File: src/rtl/clk_freq_meter_pkg.sv
// -----------------------------------------------------------------------------
// clk_freq_meter_pkg
// Shared definitions for the clock frequency meter: FSM state encoding,
// default widths and the legal synchronizer depth range.
// Optional feature macro used by the other files: CLK_FREQ_METER_PERIOD_EN
// -----------------------------------------------------------------------------
package clk_freq_meter_pkg;

  localparam int DEF_WIN_W  = 16;
  localparam int DEF_CNT_W  = 16;
  localparam int DEF_SYNC_N = 2;
  localparam int SYNC_N_MIN = 2;
  localparam int SYNC_N_MAX = 4;

  // Width of the SETTLE cycle counter; must hold SYNC_N_MAX.
  localparam int SETTLE_W = $clog2(SYNC_N_MAX + 1);

  typedef enum logic [1:0] {
    IDLE   = 2'd0,
    SETTLE = 2'd1,
    COUNT  = 2'd2,
    DONE   = 2'd3
  } state_t;

endpackage

File: src/rtl/clk_freq_meter_if.sv
// -----------------------------------------------------------------------------
// clk_freq_meter_if
// Request/result bus of the clock frequency meter.
//   master : requester (drives v_i, window_i, yumi_i)
//   slave  : the meter  (drives ready_o, v_o, count_o, ovf_o, state_o[, min_per_o])
// Handshake: a request is accepted in a cycle where v_i & ready_o; ready_o is
// high only while the meter is idle, and v_i at any other time is ignored.
// A result is offered with v_o and held (with count_o/ovf_o stable) until the
// consumer pulses yumi_i; yumi_i is only legal while v_o is high.
// state_o exposes the FSM state for observation.
// CLK_FREQ_METER_PERIOD_EN adds min_per_o (valid with v_o).
// -----------------------------------------------------------------------------
interface clk_freq_meter_if #(
  parameter int WIN_W = 16,
  parameter int CNT_W = 16
);
  logic             v_i;
  logic [WIN_W-1:0] window_i;
  logic             ready_o;
  logic             v_o;
  logic [CNT_W-1:0] count_o;
  logic             ovf_o;
  logic             yumi_i;
  logic [1:0]       state_o;
`ifdef CLK_FREQ_METER_PERIOD_EN
  logic [CNT_W-1:0] min_per_o;

  modport master (
    output v_i, window_i, yumi_i,
    input  ready_o, v_o, count_o, ovf_o, state_o, min_per_o
  );
  modport slave (
    input  v_i, window_i, yumi_i,
    output ready_o, v_o, count_o, ovf_o, state_o, min_per_o
  );
`else
  modport master (
    output v_i, window_i, yumi_i,
    input  ready_o, v_o, count_o, ovf_o, state_o
  );
  modport slave (
    input  v_i, window_i, yumi_i,
    output ready_o, v_o, count_o, ovf_o, state_o
  );
`endif
endinterface

File: src/rtl/clk_freq_meter_sync.sv
// -----------------------------------------------------------------------------
// clk_freq_meter_sync
// SYNC_N-stage synchronizer for the asynchronous measured signal followed by
// one history flop; rise_o flags a synchronized 0->1 transition (at most one
// per clk_i cycle).
// Ports:
//   clk_i      system clock
//   reset_n_i  asynchronous active-low reset (all flops cleared to 0)
//   meas_i     signal under measurement, asynchronous to clk_i
//   rise_o     one-cycle rising-edge flag in the clk_i domain
// -----------------------------------------------------------------------------
module clk_freq_meter_sync
  import clk_freq_meter_pkg::*;
#(
  parameter int SYNC_N = DEF_SYNC_N
) (
  input  logic clk_i,
  input  logic reset_n_i,
  input  logic meas_i,
  output logic rise_o
);

  logic [SYNC_N-1:0] r_sync;
  logic              r_hist;

  always_ff @(posedge clk_i or negedge reset_n_i) begin
    if (!reset_n_i) begin
      r_sync <= '0;
      r_hist <= 1'b0;
    end else begin
      r_sync <= {r_sync[SYNC_N-2:0], meas_i};
      r_hist <= r_sync[SYNC_N-1];
    end
  end

  assign rise_o = r_sync[SYNC_N-1] & ~r_hist;

endmodule

File: src/rtl/clk_freq_meter.sv
// -----------------------------------------------------------------------------
// clk_freq_meter
// Counts rising edges of an asynchronous signal over a programmed window of
// window_i+1 system clock cycles and returns the count.
// Flow: IDLE -> SETTLE (SYNC_N+1 cycles, synchronizer flush, edges ignored)
//       -> COUNT (window_i+1 cycles) -> DONE (result held until yumi_i).
// Ports:
//   clk_i      system clock, the only clock
//   reset_n_i  asynchronous active-low reset; aborts any measurement
//   meas_i     signal under measurement (data only, never a clock)
//   bus        clk_freq_meter_if.slave: v_i/window_i/ready_o request side,
//              v_o/count_o/ovf_o/yumi_i result side, state_o observation
// Optional: CLK_FREQ_METER_PERIOD_EN adds bus.min_per_o, the smallest
// distance in clk_i cycles between consecutive rises seen in COUNT.
// -----------------------------------------------------------------------------
module clk_freq_meter
  import clk_freq_meter_pkg::*;
#(
  parameter int WIN_W  = DEF_WIN_W,
  parameter int CNT_W  = DEF_CNT_W,
  parameter int SYNC_N = DEF_SYNC_N
) (
  input  logic              clk_i,
  input  logic              reset_n_i,
  input  logic              meas_i,
  clk_freq_meter_if.slave   bus
);

  localparam logic [1:0] S_IDLE   = IDLE;
  localparam logic [1:0] S_SETTLE = SETTLE;
  localparam logic [1:0] S_COUNT  = COUNT;
  localparam logic [1:0] S_DONE   = DONE;

  localparam logic [CNT_W-1:0]    CNT_MAX     = '1;
  localparam logic [CNT_W-1:0]    CNT_ONE     = CNT_W'(1);
  localparam logic [SETTLE_W-1:0] SETTLE_LAST = SETTLE_W'(SYNC_N);

  logic [1:0]          r_state;
  logic [WIN_W-1:0]    r_win;
  logic [SETTLE_W-1:0] r_settle;
  logic [CNT_W-1:0]    r_count;
  logic                r_ovf;
  logic                w_rise;
  logic                w_accept;

  clk_freq_meter_sync #(
    .SYNC_N (SYNC_N)
  ) u_sync (
    .clk_i     (clk_i),
    .reset_n_i (reset_n_i),
    .meas_i    (meas_i),
    .rise_o    (w_rise)
  );

  assign w_accept = bus.v_i & (r_state == S_IDLE);

  always_ff @(posedge clk_i or negedge reset_n_i) begin
    if (!reset_n_i) begin
      r_state  <= S_IDLE;
      r_win    <= '0;
      r_settle <= '0;
      r_count  <= '0;
      r_ovf    <= 1'b0;
    end else begin
      case (r_state)
        S_IDLE: begin
          if (w_accept) begin
            r_state  <= S_SETTLE;
            r_win    <= bus.window_i;
            r_settle <= '0;
            r_count  <= '0;
            r_ovf    <= 1'b0;
          end
        end
        S_SETTLE: begin
          // r_settle runs 0..SYNC_N, giving SYNC_N+1 cycles in SETTLE.
          if (r_settle == SETTLE_LAST) begin
            r_state <= S_COUNT;
          end else begin
            r_settle <= r_settle + SETTLE_W'(1);
          end
        end
        S_COUNT: begin
          if (w_rise) begin
            if (r_count != CNT_MAX) begin
              r_count <= r_count + CNT_ONE;
            end
            // ovf marks that the counter reached its saturation value.
            if (r_count >= (CNT_MAX - CNT_ONE)) begin
              r_ovf <= 1'b1;
            end
          end
          // Terminal test on zero before decrementing: an all-ones window
          // counts all the way down and never wraps.
          if (r_win == '0) begin
            r_state <= S_DONE;
          end else begin
            r_win <= r_win - WIN_W'(1);
          end
        end
        S_DONE: begin
          if (bus.yumi_i) begin
            r_state <= S_IDLE;
          end
        end
        default: r_state <= S_IDLE;
      endcase
    end
  end

  assign bus.ready_o = (r_state == S_IDLE);
  assign bus.v_o     = (r_state == S_DONE);
  assign bus.count_o = r_count;
  assign bus.ovf_o   = r_ovf;
  assign bus.state_o = r_state;

`ifdef CLK_FREQ_METER_PERIOD_EN
  // r_gap counts cycles since the last rise; the distance to the next rise
  // is r_gap+1. r_seen gates the first rise, which has no predecessor.
  logic [CNT_W-1:0] r_gap;
  logic [CNT_W-1:0] r_min_per;
  logic             r_seen;
  logic [CNT_W-1:0] w_gap_inc;

  assign w_gap_inc = (r_gap == CNT_MAX) ? CNT_MAX : (r_gap + CNT_ONE);

  always_ff @(posedge clk_i or negedge reset_n_i) begin
    if (!reset_n_i) begin
      r_gap     <= '0;
      r_min_per <= '1;
      r_seen    <= 1'b0;
    end else if (w_accept) begin
      r_gap     <= '0;
      r_min_per <= '1;
      r_seen    <= 1'b0;
    end else if (r_state == S_COUNT) begin
      if (w_rise) begin
        if (r_seen && (w_gap_inc < r_min_per)) begin
          r_min_per <= w_gap_inc;
        end
        r_seen <= 1'b1;
        r_gap  <= '0;
      end else begin
        r_gap <= w_gap_inc;
      end
    end
  end

  assign bus.min_per_o = r_min_per;
`endif

endmodule
File: src/flat_wrapper.sv
// flat-port wrapper written by rule: the top's interface ports become plain ports
module clk_freq_meter_flat import clk_freq_meter_pkg::*;
#(
  parameter int WIN_W  = DEF_WIN_W,
  parameter int CNT_W  = DEF_CNT_W,
  parameter int SYNC_N = DEF_SYNC_N
)
  (clk_i, reset_n_i, meas_i, bus_v_i, bus_window_i, bus_yumi_i, bus_ready_o, bus_v_o, bus_count_o, bus_ovf_o, bus_state_o);
  clk_freq_meter_if #(.WIN_W(WIN_W), .CNT_W(CNT_W)) bus_i ();
  input  logic clk_i;
  input  logic reset_n_i;
  input  logic meas_i;
  input wire logic [$bits(bus_i.v_i)-1:0] bus_v_i;
  input wire logic [$bits(bus_i.window_i)-1:0] bus_window_i;
  input wire logic [$bits(bus_i.yumi_i)-1:0] bus_yumi_i;
  output wire logic [$bits(bus_i.ready_o)-1:0] bus_ready_o;
  output wire logic [$bits(bus_i.v_o)-1:0] bus_v_o;
  output wire logic [$bits(bus_i.count_o)-1:0] bus_count_o;
  output wire logic [$bits(bus_i.ovf_o)-1:0] bus_ovf_o;
  output wire logic [$bits(bus_i.state_o)-1:0] bus_state_o;
  assign bus_i.v_i = bus_v_i;
  assign bus_i.window_i = bus_window_i;
  assign bus_i.yumi_i = bus_yumi_i;
  assign bus_ready_o = bus_i.ready_o;
  assign bus_v_o = bus_i.v_o;
  assign bus_count_o = bus_i.count_o;
  assign bus_ovf_o = bus_i.ovf_o;
  assign bus_state_o = bus_i.state_o;
  clk_freq_meter #(.WIN_W(WIN_W), .CNT_W(CNT_W), .SYNC_N(SYNC_N)) u_core (.clk_i(clk_i), .reset_n_i(reset_n_i), .meas_i(meas_i), .bus(bus_i));
endmodule
File: config.mk
export PLATFORM = sky130hd
export DESIGN_NAME = clk_freq_meter_flat
export DESIGN_NICKNAME = d
export VERILOG_FILES = /design/src/rtl/clk_freq_meter_pkg.sv /design/src/rtl/clk_freq_meter_if.sv /design/src/rtl/clk_freq_meter_sync.sv /design/src/rtl/clk_freq_meter.sv /design/src/flat_wrapper.sv
export SDC_FILE = /design/constraint.sdc
export NUM_CORES = 1
export LEC_CHECK = 0
export ABC_AREA = 1
export CELL_PAD_IN_SITES_DETAIL_PLACEMENT = 0
export CELL_PAD_IN_SITES_GLOBAL_PLACEMENT = 1
export CORE_ASPECT_RATIO = 1.2
export CORE_MARGIN = 2
export CORE_UTILIZATION = 38
export CTS_CLUSTER_SIZE = 14
export DETAILED_ROUTE_END_ITERATION = 10
export GPL_TIMING_DRIVEN = 0
export PLACE_DENSITY = 0.8
export SYNTH_ARGS = -nofsm -noshare
export SYNTH_HDL_FRONTEND = slang
export SYNTH_SLANG_ARGS = --single-unit
File: constraint.sdc
create_clock -name clk_i -period 1.99 [get_ports clk_i]
set_clock_uncertainty 0.15 [all_clocks]
set_input_delay 0.597 -clock clk_i [delete_from_list [all_inputs] [get_ports clk_i]]
set_output_delay 0.597 -clock clk_i [all_outputs]
set_load 0.01 [all_outputs]
## Word-level counts from Yosys, hierarchy flattened

Index checks and enable logic that the tools add are counted.

- Flip-flop bits (word level): 41
- Bits of input ports: 21
- Output and inout bits: 21
- Word-level logic and storage cells: 56

- Add/sub/neg operators: 3
- $lt $le $gt $ge: 1
- Equal/unequal tests: 14
- Multiplexer cells: 19
- Bitwise logic cells: 3
- Reductions and logical operators: 9

Operators by type and width:

| operator | count |
|---|---|
| $mux 16 | 5 |
| $pmux 16 s2 | 2 |
| $add 16x1->16 const B | 1 |
| $ge 16x16->1 const B | 1 |
| $logic_not 16->1 | 1 |
| $ne 16x16->1 const B | 1 |
| $sub 16x1->16 const B | 1 |
| $reduce_and 4->1 | 3 |
| $ne 2x1->1 const B | 5 |
| $mux 2 | 4 |
| $ne 2x2->1 const B | 4 |
| $pmux 2 s4 | 1 |
| $mux 3 | 2 |
| $pmux 3 s2 | 1 |
| $reduce_and 3->1 | 2 |
| $eq 2x2->1 const B | 2 |
| $reduce_bool 2->1 | 2 |
| $add 3x1->3 const B | 1 |
| $eq 3x2->1 const B | 1 |
| $mux 1 | 3 |
| $and 1x1->1 | 2 |
| $eq 2x1->1 const B | 1 |
| $logic_not 2->1 | 1 |
| $pmux 1 s2 | 1 |
| $not 1->1 | 1 |

## Longest topological paths before layout

Gate-level depths: netlist of the first run.

- Depth after elaboration: 4
- Mapped depth: 11
- Depth with buffers taken out: 11

## By module

Synthesis of the first run repeated with hierarchy kept, for this count alone.

- Cell total of the unflattened synthesis: 406
- Area total of the unflattened synthesis: 2781.4 µm²

By module, submodules not included:

| module | times used | cells each | area an instance (µm²) | seq. area each (µm²) |
|---|---|---|---|---|
| clk_freq_meter | 1 | 401 | 2696.3 | 950.9 |
| clk_freq_meter_sync | 1 | 5 | 85.1 | 75.1 |

## Worst setup path before layout of the first run

Ideal clock, no wire load.

- Path kind: reg2reg
- Start: register u_core.r_state[0], in the netlist u_core.bus.state_o[0]
- End: register u_core.r_count[12], in the netlist u_core.bus.count_o[12]
- Setup time: 0.126 ns
- Arrival time: 1.575 ns
- Data required time: 1.714 ns
- Path slack: 0.139 ns
- Cell stages (with the launch flop): 10
- Buffers on the path: 1
- Period minus slack after synthesis: 1.851 ns
- Path through: dfrtp_1 > inv_1 > ha_1 > inv_1 > nor2_1 > nor2_1 > and2_1 > o21ai_4 > buf_6 > o21ai_0

- Word-level cells in the longest chain between the ends: 4
- Elaborated cells on any way between the ends: 9
- Those cells by class: 4 x eq/ne; 1 x mux; 1 x bitwise; 3 x reduce/logical

RTL lines:

| what | RTL line | source |
|---|---|---|
| start: declaration | clk_freq_meter.sv:38 | `logic [1:0] r_state;` |
| start signal: assignment | clk_freq_meter.sv:59 | `r_state <= S_IDLE;` |
| start signal: assignment | clk_freq_meter.sv:68 | `r_state <= S_SETTLE;` |
| start signal: assignment | clk_freq_meter.sv:78 | `r_state <= S_COUNT;` |
| $logic_not 2->1 (*) | n/a |  |
| net bus_ready_o | flat_wrapper.sv:16 | `output wire logic [$bits(bus_i.ready_o)-1:0] bus_ready_o;` |
| $and 1x1->1 | clk_freq_meter.sv:55 | `assign w_accept = bus.v_i & (r_state == S_IDLE);` |
| $ne 2x1->1 (no source line) | n/a |  |
| $reduce_and 4->1 (no source line) | n/a |  |
| end signal: assignment | clk_freq_meter.sv:86 | `r_count <= r_count + CNT_ONE;` |
| end: declaration | clk_freq_meter.sv:41 | `logic [CNT_W-1:0] r_count;` |

Mark *: on every way through the listed nets, which the timed path passes. The rest lies on a longest branch.
A chain may end at the register's enable or synchronous reset.

## Worst setup path after layout of the first run

- Start: register u_core.r_count[7], in the netlist u_core.bus.count_o[7]
- End: output bus_count_o[7]

RTL lines:

| what | RTL line | source |
|---|---|---|
| end: declaration | flat_wrapper.sv:18 | `output wire logic [$bits(bus_i.count_o)-1:0] bus_count_o;` |

No word-level cell between the ends.

==> results.toml, run 1 <==
[clocking]
htreeDepth = 2
cts_tree = "done"
clockRootBuffer = "clkbuf_8"
cts_sinks = 41
tritoncts.num_buffers = 5
clock_latency_ns = 0.29
clk_path_buf_depth = 2
clkTransAtPathRegs_ns = 0.08
cts_hold_buf = 0

[detailed_routing]
remaining_drc_errors = 0
vias = 2729
drt.antenna.violating_nets = 0
wl_met2_um = 3770
viasPerCell = 4.95
met3_length_um = 239
met1Wirelength_um = 3160
drtIter0Drc = 96
wire_per_inst_um = 13.3
drtPass1Iterations = 4
routed_wl_um = 7330
top_layer = "met4"

[sta]
max_clock_freq_mhz = 513
finalSetupViolCount = 0
hold_viol = 0
layout_min_cycle_time_ns = 1.95
finalWorstSetupSlack_ns = 0.0426
hold_ws_ns = 0.00558
drv_slew = 0
period_share = 0.979
maxSlewHeadroom = 0.699
rsz0062_at_grt = "yes"
worst_pin_slew_ns = 0.450

[flow_run]
cap_violations = 0

[final_layout]
area_delta_synth_final_pct = 30.5
nFillCells = 714
fin_nets = 494
drive_above_1_share = 0.155
diodes = 0
final_util = 0.516
seq_area_um2 = 1040
final_cell_mix = "nand2_1, nor2_1, inv_1"
layout.cells.non_filler = 551
final_common_cell = "nand2_1"
multi_input_area_um2 = 1570

[placement]
gp_congestion = 0.845
dpl.cell_count = 529
place_ws_ns = -0.282
hpwl_um = 5200
io_buffers = 41

[grt]
antenna_found_initial = 0
grt_overflow = 0
grt_pass1_vias = 2711
grt_pass1_wl_um = 12500
grt_max_degree = 34
grt.total_usage = 0.201

[setup_path]
crit_cells = 1
path_max_fanout = 2
end_kind = "output port"
path_class = "register to output port"
crit_buf_inv = 1
crit_path_max_incr_delay_ns = 0.53
crit_path_end = "bus_count_o[7]"
critPathLaunchType = "register"
cp.arrival_ns = 1.20
regToRegEndpoint = "u_core.bus.count_o[0]"
reg2reg_slack_ns = 0.10
cp-startpoint = "u_core.bus.count_o[7]"
path_cells = "clkdlybuf4s50_1"
r2r_cells = 11
cp.required_ns = 1.24
r2r_start = "u_core.bus.state_o[1]"
cp_top_family = "buffers and inverters"
slowest_stage = "clkdlybuf4s50_1"

[logic_synthesis]
ys_seq_area_frac = 0.376
synthArstFlopShare = 1.00
synth_compound_area_frac = 0.0904
synth_top_family_by_area = "simple AND/OR/NAND/NOR gates"
synth_cell_types = 32
syn_area_um2 = 2730
synth_nets = 430
synth.avg_cell_area_um2 = 6.82
yosys.area_share.simple = 0.374
yosys.area_share.adder = 0.0413
synth_mux_area_frac = 0.0110
synth_ff_type = "dfrtp_1"
ys_warn_count = 0
ys_seq_elements = 41
synth-edff-count = 0
synth_xor_area_frac = 0.0257
syn_inst = 400

[power_and_ir_drop]
power.leakage_nw = 1.71
power.density_nw_per_um2 = 1220
vdd_drop_max_uv = 499

[status]
status = "finished clean"

[floorplan]
io_pins = 42
fp.dieH_um = 96.8
die_area_um2 = 7870
coreArea_um2 = 6900
rows = 33
fp.dieW_um = 81.3
start_util = 0.395

[hold_path]
hold_path_class = "input port to async pin"
==> Yosys cell counts, drive strengths merged (2+ instances only) <==
library cell,count,area share
nor2,48,0.069
ha,9,0.041
o21ai,33,0.066
and2,3,0.0069
mux2i,3,0.011
nand4,6,0.014
nand2,145,0.20
a21oi,4,0.0073
clkbuf,2,0.0028
dfrtp,41,0.38
or2,3,0.0069
o21bai,3,0.0083
buf,7,0.020
inv,42,0.058
nand3,38,0.072
xor2,7,0.022
==> cell families after synthesis <==
logic type / count (synthesis)
simple gates: 245
buf+inv: 51
compound gates: 43
flops: 41
fa+ha+maj: 9
xor+xnor: 8
mux: 3
==> per-layer routing <==
| metal | GRT usage | vias to the layer above |
|---|---|---|
| met5 | 0 | - |
| met4 | 0.0743 | 0 |
| met3 | 0.0317 | 12 |
| met2 | 0.352 | 54 |
| met1 | 0.241 | 1268 |
| li1 | - | 1395 |
==> state kept, by name (all words and copies together) (netlist names) <==
signal                flops
u_core.u_sync.r_hist      1
u_core.r_settle           3
u_core.bus.state_o        2
u_core.u_sync.r_sync      2
u_core.bus.ovf_o          1
u_core.r_win             16
u_core.bus.count_o       16
==> power by group <==
group / internal, W / switching (W)
sequential: 0.00107 / 0.000229
combinational: 0.000967 / 0.00151
clock: 0.000276 / 0.000296
==> metrics by stage <==
step | TNS, ns | power [W] | instance area [um2]
after global routing | -0.0960 | 0.00478 | 3560
after detailed placement | -6.94 | 0.00358 | 3260
after CTS | -0.159 | 0.00421 | 3460
final | 0 | 0.00435 | 3560
after floorplan | 0 | 0.00287 | 2730
after global placement | -48.15 | 0.00354 | 3250
==> layout make-up <==
| class | instances | share of cell area |
|---|---|---|
| flip-flops and latches | 41 | 0.292 |
| inverters | 42 | 0.0443 |
| clock buffers | 7 | 0.0243 |
| repair buffers | 57 | 0.147 |
| well taps | 87 | 0.0306 |
| plain buffers | 9 | 0.0204 |
| multi-input cells | 308 | 0.441 |
==> worst min-delay path by stage <==
| stage | startpoint | to | cells after the start |
|---|---|---|---|
| 6_report | reset_n_i | u_core.r_win[0] | 1 |
| 2_1_floorplan | reset_n_i | u_core.bus.count_o[0] | 0 |
| 5_1_grt | reset_n_i | u_core.r_win[0] | 1 |
| 3_5_place_dp | u_core.u_sync.r_sync[0] | u_core.u_sync.r_sync[1] | 0 |
| 4_1_cts | reset_n_i | u_core.r_win[0] | 1 |
| 3_3_place_gp | u_core.u_sync.r_sync[0] | u_core.u_sync.r_sync[1] | 0 |
==> timing repair <==
action | in CTS | in global routing
setup buffers | 14 | 1
endpoints found under the setup margin | 45 | 39
endpoints found under the hold margin | 0 | 0
gates resized for setup | 29 | 30
pin swaps | 0 | 1
gates cloned | 0 | 0
Power figures use the tool's default switching activity.
==> run 2, diff against run 1 <==
--- a/config.mk
+++ b/config.mk
@@ -9,12 +9,13 @@
 export CELL_PAD_IN_SITES_DETAIL_PLACEMENT = 0
 export CELL_PAD_IN_SITES_GLOBAL_PLACEMENT = 1
 export CORE_ASPECT_RATIO = 1.2
-export CORE_MARGIN = 2
+export CORE_MARGIN = 1.5
 export CORE_UTILIZATION = 38
 export CTS_CLUSTER_SIZE = 14
 export DETAILED_ROUTE_END_ITERATION = 10
 export GPL_TIMING_DRIVEN = 0
 export PLACE_DENSITY = 0.8
+export SLEW_MARGIN = 15
 export SYNTH_ARGS = -nofsm -noshare
 export SYNTH_HDL_FRONTEND = slang
 export SYNTH_SLANG_ARGS = --single-unit
==> results.toml, run 2 (same netlist as run 1, synthesis figures left out) <==
[power_and_ir_drop]
power.density_nw_per_um2 = 1280
power.leakage_nw = 1.87
switching_power_w = 0.00210
clockPowerShare = 0.151
vdd_drop_max_uv = 540
p_int_w = 0.00267
p_comb_frac = 0.576
seqPwrFrac = 0.273
p_sw_frac = 0.441

[setup_path]
cp.required_ns = 1.24
path_cells = "clkdlybuf4s50_1"
path_max_fanout = 2
crit_buf_inv = 1
r2r_start = "u_core.bus.state_o[0]"
critPathLaunchType = "register"
cp.arrival_ns = 1.21
slowest_stage = "clkdlybuf4s50_1"
crit_cells = 1
path_class = "register to output port"
cp_top_family = "buffers and inverters"
r2r_cells = 10
cp-startpoint = "u_core.bus.count_o[11]"
end_kind = "output port"
crit_path_max_incr_delay_ns = 0.53

[final_layout]
seq_area_um2 = 1040
layout.cells.non_filler = 562
final_common_cell = "nand2_1"
multi_input_area_um2 = 1560
area_delta_synth_final_pct = 36.8
drive_above_1_share = 0.173
diodes = 0
nFillCells = 702
final_cell_mix = "nand2_1, nor2_1, inv_1"
fin_nets = 504

[sta]
period_share = 0.981
maxSlewHeadroom = 0.797
hold_ws_ns = 0.0105
max_clock_freq_mhz = 512
finalSetupViolCount = 0
rsz0062_at_grt = "no"
layout_min_cycle_time_ns = 1.95
drv_slew = 0
hold_viol = 0
worst_pin_slew_ns = 0.303

[floorplan]
rows = 33
io_pins = 42
fp.dieH_um = 95.8
coreArea_um2 = 6900
start_util = 0.395
die_area_um2 = 7690
fp.dieW_um = 80.3

[grt]
grt_pass1_wl_um = 12500
grt.total_usage = 0.211
antenna_found_initial = 0
grt_pass1_vias = 2617
grt_max_degree = 33
grt_overflow = 0

[placement]
io_buffers = 41
dpl.cell_count = 529
hpwl_um = 5160
gp_congestion = 0.797

[detailed_routing]
drtIter0Drc = 68
drtPass1Iterations = 4
remaining_drc_errors = 0
viasPerCell = 4.86
drt.antenna.violating_nets = 0
vias = 2732
wire_per_inst_um = 13.3
routed_wl_um = 7470

[clocking]
cts_tree = "done"
clk_path_buf_depth = 2
clkTransAtPathRegs_ns = 0.09
clock_latency_ns = 0.30
tritoncts.num_buffers = 5
cts_sinks = 41
clockRootBuffer = "clkbuf_8"
htreeDepth = 2

[status]
status = "finished clean"

[hold_path]
hold_path_class = "input port to async pin"

[flow_run]
cap_violations = 0
## run 2: cell types whose count changed in the layout (fill, tap and decap cells not counted), moves of 2 or more
cell / previous run / this run
nor2_4: 4 / 6
buf_4: 17 / 22
buf_12: 1 / 3
dlymetal6s2s_1: 2 / 8
dlygate4sd2_1: 12 / 5
## run 2: routing by layer
metal,up-vias,part of all wire,global-route usage
li1,1411,-,-
met1,1265,0.43,0.254
met2,48,0.52,0.391
met3,8,0.035,0.0332
met4,0,0.011,0.0503
met5,-,0,0
## run 2: repair_timing
item	4_1_cts	5_1_grt
gates resized for setup	24	37
setup endpoints to repair	41	40
hold buffers	0	0
cloned	0	1
pin swaps	1	5
buffers inserted	18	6
## run 2: path summary, 6_finish.rpt
kind / end / slack, ns
min in group clk_i: u_core.u_sync.r_sync[1] / 0.21
min reg2reg: u_core.u_sync.r_sync[1] / 0.21
max: bus_count_o[11] / 0.04
max reg2reg: u_core.bus.count_o[14] / 0.11
max in group asynchronous: u_core.bus.count_o[2] / 1.20
min: u_core.r_win[4] / 0.01
## run 2: final cells by class
type                       count  share of cell area
multi-input combinational    308               0.419
tap                           87              0.0292
inverter                      42              0.0429
buffer                         9              0.0205
timing repair buffer          67               0.178
sequential                    41               0.279
clock inverter                 1             0.00805
clock buffer                   7              0.0231
## run 2: per-stage QoR
| stage | total power, W | cell area, um2 | utilization | worst slack (ns) | TNS, ns |
|---|---|---|---|---|---|
| after global routing | 0.00524 | 3730 | 0.541 | 0.000945 | 0 |
| after floorplan | 0.00287 | 2730 | - | 0.139 | 0 |
| after global placement | 0.00353 | 3250 | 0.471 | -1.04 | -48.79 |
| final | 0.00477 | 3730 | 0.541 | 0.0370 | 0 |
| after detailed placement | 0.00357 | 3260 | 0.473 | -0.277 | -6.90 |
| after CTS | 0.00435 | 3530 | 0.511 | 0.00156 | 0 |
## run 2: power groups by stage
stage          registers, W  logic (W)  clock network (W)
6_report            0.00130    0.00275           0.000719
5_1_grt             0.00134    0.00313           0.000773
4_1_cts             0.00130    0.00232           0.000735
3_5_place_dp        0.00133    0.00224                  0
3_3_place_gp        0.00133    0.00221                  0
2_1_floorplan       0.00128    0.00159                  0
==> run 3, diff against run 2 <==
--- a/config.mk
+++ b/config.mk
@@ -6,6 +6,7 @@
 export NUM_CORES = 1
 export LEC_CHECK = 0
 export ABC_AREA = 1
+export CAP_MARGIN = 20
 export CELL_PAD_IN_SITES_DETAIL_PLACEMENT = 0
 export CELL_PAD_IN_SITES_GLOBAL_PLACEMENT = 1
 export CORE_ASPECT_RATIO = 1.2
==> results of run 3 <==
No change in the layout: final DEF, timing and power equal those of run 2.
